[src/rtl/hash_core_arbiter.sv]
// hash_core_arbiter
// Round-robin scheduler sharing one SHA-1 compression core among NREQ
// requesters. A requester is locked onto the core for its whole message.
// Each 512-bit block is sequenced as start -> word feed -> done. Only the
// final chaining value of a message is returned, tagged with its owner id.
//
// Ports
//   clk, rst_n        clock, asynchronous active-low reset
//   req_valid/ready   per-requester word handshake
//   req_data          NREQ packed words, requester i at [i*DW +: DW]
//   req_last          final-block marker, sampled on the block's last word
//   core_start/first  one-cycle block start; first selects the SHA-1 IV
//   core_wvalid/wdata/wready  word stream into the core
//   core_done/digest  block complete, chaining value valid with done
//   rsp_valid/id/digest/ready final digest handshake
//   err               sticky: core_done observed outside WAIT
module hash_core_arbiter #(
  parameter int NREQ        = 4,
  parameter int IDW         = 2,
  parameter int DW          = 32,
  parameter int BLOCK_WORDS = 16
) (
  input  logic                clk,
  input  logic                rst_n,
  input  logic [NREQ-1:0]     req_valid,
  input  logic [NREQ*DW-1:0]  req_data,
  input  logic [NREQ-1:0]     req_last,
  output logic [NREQ-1:0]     req_ready,
  output logic                core_start,
  output logic                core_first,
  output logic                core_wvalid,
  output logic [DW-1:0]       core_wdata,
  input  logic                core_wready,
  input  logic                core_done,
  input  logic [159:0]        core_digest,
  output logic                rsp_valid,
  output logic [IDW-1:0]      rsp_id,
  output logic [159:0]        rsp_digest,
  input  logic                rsp_ready,
  output logic                err
);

  localparam int CW = $clog2(BLOCK_WORDS);

  typedef enum logic [2:0] {
    S_IDLE  = 3'd0,
    S_START = 3'd1,
    S_FEED  = 3'd2,
    S_WAIT  = 3'd3,
    S_RESP  = 3'd4
  } state_t;

  state_t         r_state;
  state_t         w_next;
  logic [IDW-1:0] r_grant;
  logic [IDW-1:0] r_ptr;
  logic           r_first;
  logic           r_last;
  logic           r_err;
  logic [CW-1:0]  r_cnt;
  logic [159:0]   r_digest;

  logic           w_hit;
  logic [IDW-1:0] w_pick;
  logic [IDW-1:0] w_idx;
  logic           w_gvalid;
  logic [DW-1:0]  w_gdata;
  logic           w_xfer;
  logic           w_blk_end;

  assign w_gvalid  = req_valid[r_grant];
  assign w_gdata   = req_data[r_grant*DW +: DW];
  assign w_xfer    = (r_state == S_FEED) && w_gvalid && core_wready;
  assign w_blk_end = w_xfer && (r_cnt == CW'(BLOCK_WORDS - 1));
  assign err       = r_err;

  // Round-robin search from ptr+1. Walking the offsets from farthest to
  // nearest lets the nearest requesting id overwrite the pick last.
  always_comb begin
    w_hit  = 1'b0;
    w_pick = '0;
    w_idx  = '0;
    for (int k = NREQ; k >= 1; k--) begin
      w_idx = IDW'((int'(r_ptr) + k) % NREQ);
      if (req_valid[w_idx]) begin
        w_hit  = 1'b1;
        w_pick = w_idx;
      end
    end
  end

  // Next-state logic
  always_comb begin
    w_next = r_state;
    case (r_state)
      S_IDLE:  if (w_hit) w_next = S_START;
      S_START: w_next = S_FEED;
      S_FEED:  if (w_blk_end) w_next = S_WAIT;
      S_WAIT:  if (core_done) w_next = r_last ? S_RESP : S_START;
      S_RESP:  if (rsp_ready) w_next = S_IDLE;
      default: w_next = S_IDLE;
    endcase
  end

  // Outputs are decoded from state only, so reset zeroes them at once.
  always_comb begin
    core_start  = 1'b0;
    core_first  = 1'b0;
    core_wvalid = 1'b0;
    core_wdata  = '0;
    req_ready   = '0;
    rsp_valid   = 1'b0;
    rsp_id      = '0;
    rsp_digest  = '0;
    case (r_state)
      S_START: begin
        core_start = 1'b1;
        core_first = r_first;
      end
      S_FEED: begin
        core_wvalid        = w_gvalid;
        core_wdata         = w_gdata;
        req_ready[r_grant] = core_wready;
      end
      S_RESP: begin
        rsp_valid  = 1'b1;
        rsp_id     = r_grant;
        rsp_digest = r_digest;
      end
      default: ;
    endcase
  end

  // Control registers
  always_ff @(posedge clk or negedge rst_n) begin
    if (!rst_n) begin
      r_state <= S_IDLE;
      r_grant <= '0;
      r_ptr   <= IDW'(NREQ - 1);
      r_first <= 1'b0;
      r_last  <= 1'b0;
      r_cnt   <= '0;
      r_err   <= 1'b0;
    end else begin
      r_state <= w_next;
      if (core_done && (r_state != S_WAIT)) r_err <= 1'b1;
      case (r_state)
        S_IDLE: if (w_hit) begin
          r_grant <= w_pick;
          r_first <= 1'b1;
        end
        S_START: r_cnt <= '0;
        S_FEED: if (w_xfer) begin
          // Rolls to zero only after the block's final word.
          r_cnt <= r_cnt + CW'(1);
          if (w_blk_end) r_last <= req_last[r_grant];
        end
        S_WAIT: if (core_done && !r_last) r_first <= 1'b0;
        S_RESP: if (rsp_ready) r_ptr <= r_grant;
        default: ;
      endcase
    end
  end

  // Chaining value capture; only presented on rsp while in RESP.
  always_ff @(posedge clk) begin
    if ((r_state == S_WAIT) && core_done) r_digest <= core_digest;
  end

endmodule

[config.mk]
export PLATFORM = sky130hd
export DESIGN_NAME = hash_core_arbiter
export DESIGN_NICKNAME = d
export VERILOG_FILES = /design/src/rtl/hash_core_arbiter.sv
export SDC_FILE = /design/constraint.sdc
export NUM_CORES = 1
export LEC_CHECK = 0
export BUFFER_PORTS_ARGS = -buffer_cell sky130_fd_sc_hd__buf_4
export CAP_MARGIN = 20
export CORE_AREA = 2 2 195 197
export DETAILED_ROUTE_END_ITERATION = 12
export DIE_AREA = 0 0 197 199
export GPL_ROUTABILITY_DRIVEN = 0
export PLACE_DENSITY = 0.53
export SYNTH_ARGS = -nofsm -noshare
export SYNTH_HDL_FRONTEND = slang
export SYNTH_SLANG_ARGS = --single-unit
[constraint.sdc]
create_clock -name clk -period 13.9 [get_ports clk]
set_input_delay 1.39 -clock clk [delete_from_list [all_inputs] [get_ports clk]]
set_output_delay 1.39 -clock clk [all_outputs]
set_load 0.02 [all_outputs]
==> results.toml <==
[worst_setup_path]
crit_buf_inv = 2
worstSetupPathType = "reg2out"
worst_path_max_delay_cell = "buf_4"
cp.required_ns = 12.51
path_common_cell = "buf_4"
worstSetupStartpointType = "register"
cp_max_fo = 114
critPathTopFamily = "simple AND/OR/NAND/NOR gates"
end_kind = "output port"
cp.arrival_ns = 3.20
critPathMaxStageDelay_ns = 0.84
path_cells = "nor2_4 > buf_4 > and3_1 > buf_4"

[clock_tree]
cts_tree = "done"
root_buffer = "clkbuf_16"
htree_num_levels = 4
holdBufCountCts = 0
cts.path.max_buffers = 2
path_clk_slew_ns = 0.07
cts_resized = 0
clk_latency_ns = 0.43
cts.sinks = 174
cts_buffers = 17
cts_setup_buffers = 0

[cells_and_area]
utilization_pct = 34.02
fin_area_um2 = 12630
syn_to_final_growth_pct = 61.85
fin_nets = 1300
fillers = 3710
layout-drive-gt1-share_pct = 58.16

[pwr]
vdd_ir_drop_max_v = 0.00007992
p_per_area_nw_per_um2 = 143.0
p_leak_uw = 0.006003

[yosys]
ys_types = 39
synth_edf_count = 160
syn-instance-count = 523
synth_ff_type = "edfxtp_1"
ys_ff_latch = 174
synth_nets = 825
synth_seq_area_share_pct = 66.08
netlist_area_um2 = 7805
async_flop_share_pct = 8.046
ys_warn_count = 0
syn_avg_cell_area_um2 = 14.92

[sta]
max_freq_mhz = 217.9
drv_slew = 0
rsz0062_at_grt = "no"
worstMarginPinSlew_ns = 1.079
slew_headroom_pct = 28.04
min_period_ns = 4.589
whs_ns = 0.5054
setup_viol = 0
hold_violations = 0
tns_ns = 0
finalCritPeriodShare_pct = 33.01
fin_skew_ns = 0.01588

[routing]
drt_pass1_iterations = 4
vias = 6438
wire_per_inst_um = 19.65
viasPerCell = 4.324
initialDrtViolationCount = 293
drt_wl_total_um = 29260
ant_nets = 0
drc = 0

[floorplan]
rows = 71
die_w_um = 197
pin_count = 504
core_region_area_um2 = 37130
die-area_um2 = 39200
fp.dieH_um = 199
initial_core_util_pct = 21.02

[global_route]
antenna_found_initial = 4
grt_pass1_wl_um = 40860
first_global_vias = 6495
grt_overflow = 0
grt_max_degree = 125
grt_usage_pct = 14.27

[min_path]
hold_path_class = "reg2reg"

[flow_run]
drv_cap = 0

[placement]
portBuffers = 503
hpwl_um = 22070
place_area_um2 = 12010

[outcome]
status = "complete, no violations"
==> cell usage after synthesis (3+ instances only) <==
library cell,number,area [µm²]
nor2_1,7,26.28
buf_1,3,11.26
inv_1,3,11.26
nor3_1,3,15.01
mux2i_1,3,30.03
a21oi_1,3,15.01
clkbuf_1,42,157.7
nand2b_1,5,31.28
dfrtp_1,12,300.3
edfxtp_1,160,4805
and3_1,165,1032
mux2_2,3,33.78
and2_1,35,219.0
mux4_2,34,765.7
buf_2,6,30.03
nand2_1,10,37.54
==> stage by stage <==
step | cells | worst slack (ns) | total power (µW)
2_1_floorplan | 523 | 8.121 | 1098
3_3_place_gp | 1453 | 9.818 | 1321
3_5_place_dp | 1453 | 9.810 | 1323
4_1_cts | 1485 | 9.317 | 1834
5_1_grt | 1488 | 9.092 | 1900
6_report | 1489 | 9.311 | 1806
==> registers in the layout (all words and copies together), names as in the netlist <==
name,flops
err,1
r_first,1
r_digest,160
r_grant,2
r_state,3
r_cnt,4
r_ptr,2
r_last,1
==> logic make-up (layout without fill, tap and decap cells) <==
| logic type | Yosys count | count (layout) | share of synthesized area, % |
|---|---|---|---|
| AOI/OAI and AO/OA | 12 | 12 | 1.042 |
| xor gates and xnor gates | 1 | 1 | 0.1122 |
| adders and majority gates | 1 | 1 | 0.1603 |
| buffers and inverters | 56 | 544 | 2.982 |
| DFF | 174 | 174 | 66.08 |
| muxes | 41 | 41 | 10.77 |
| other | 0 | 4 | 0 |
| and+or+nand+nor | 238 | 238 | 18.85 |
==> cell type report <==
| cell class | count | area (µm²) | area share, % |
|---|---|---|---|
| multi-input cells | 293 | 2425 | 19.20 |
| clock inverters | 15 | 182.7 | 1.446 |
| well taps | 474 | 593.1 | 4.695 |
| clock buffers | 17 | 425.4 | 3.368 |
| inverters | 3 | 11.26 | 0.08914 |
| flip-flops and latches | 174 | 5164 | 40.88 |
| diodes | 4 | 10.01 | 0.07924 |
| repair buffers | 509 | 3821 | 30.25 |
==> placed cells by master, fill, tap and decap left out, drive strengths merged, types with 3 or more instances in the layout <==
cell type  netlist  layout
buf             11     509
and3           165     165
edfxtp         160     160
and2            36      36
mux4            34      34
clkbuf          42      17
dfrtp           12      12
nand2           10      10
inv              3       9
nor2             7       7
nand2b           5       5
clkinv           0       5
diode            0       4
mux2             4       4
nor3             3       3
mux2i            3       3
a21oi            3       3
bufinv           0       3
==> layer usage <==
metal	part of all wire (%)	wire length (µm)	up-vias	global-route usage, %
met5	0.031	9	-	0
met4	2.6	753	2	6.628
met3	9.7	2830	23	5.324
met2	54	15760	328	26.10
met1	34	9903	3124	14.37
li1	-	-	2961	-
==> path summary, 6_finish.rpt <==
kind                            cells after the start  slack (ns)                     end              startpoint
worst min register to register                      1        0.51    r_cnt[0]$_DFFE_PN0P_    r_cnt[0]$_DFFE_PN0P_
min in group asynchronous                           1        0.80  r_grant[0]$_DFFE_PN0P_                   rst_n
worst min-delay path                                1        0.51    r_cnt[0]$_DFFE_PN0P_    r_cnt[0]$_DFFE_PN0P_
worst max register to register                      5       11.16      r_last$_DFFE_PN0P_  r_state[2]$_DFFE_PN0P_
worst max-delay path                                4        9.31          rsp_digest[25]  r_state[1]$_DFFE_PN0P_
max in group asynchronous                           1       12.86    r_ptr[1]$_DFFE_PN1P_                   rst_n
==> power breakdown <==
part	total, µW	internal (µW)	switching [µW]
sequential	763	704	59.1
clock	508	286	222
combinational	534	241	294
total	1810	1230	575
(Power assumes the default switching activity.)
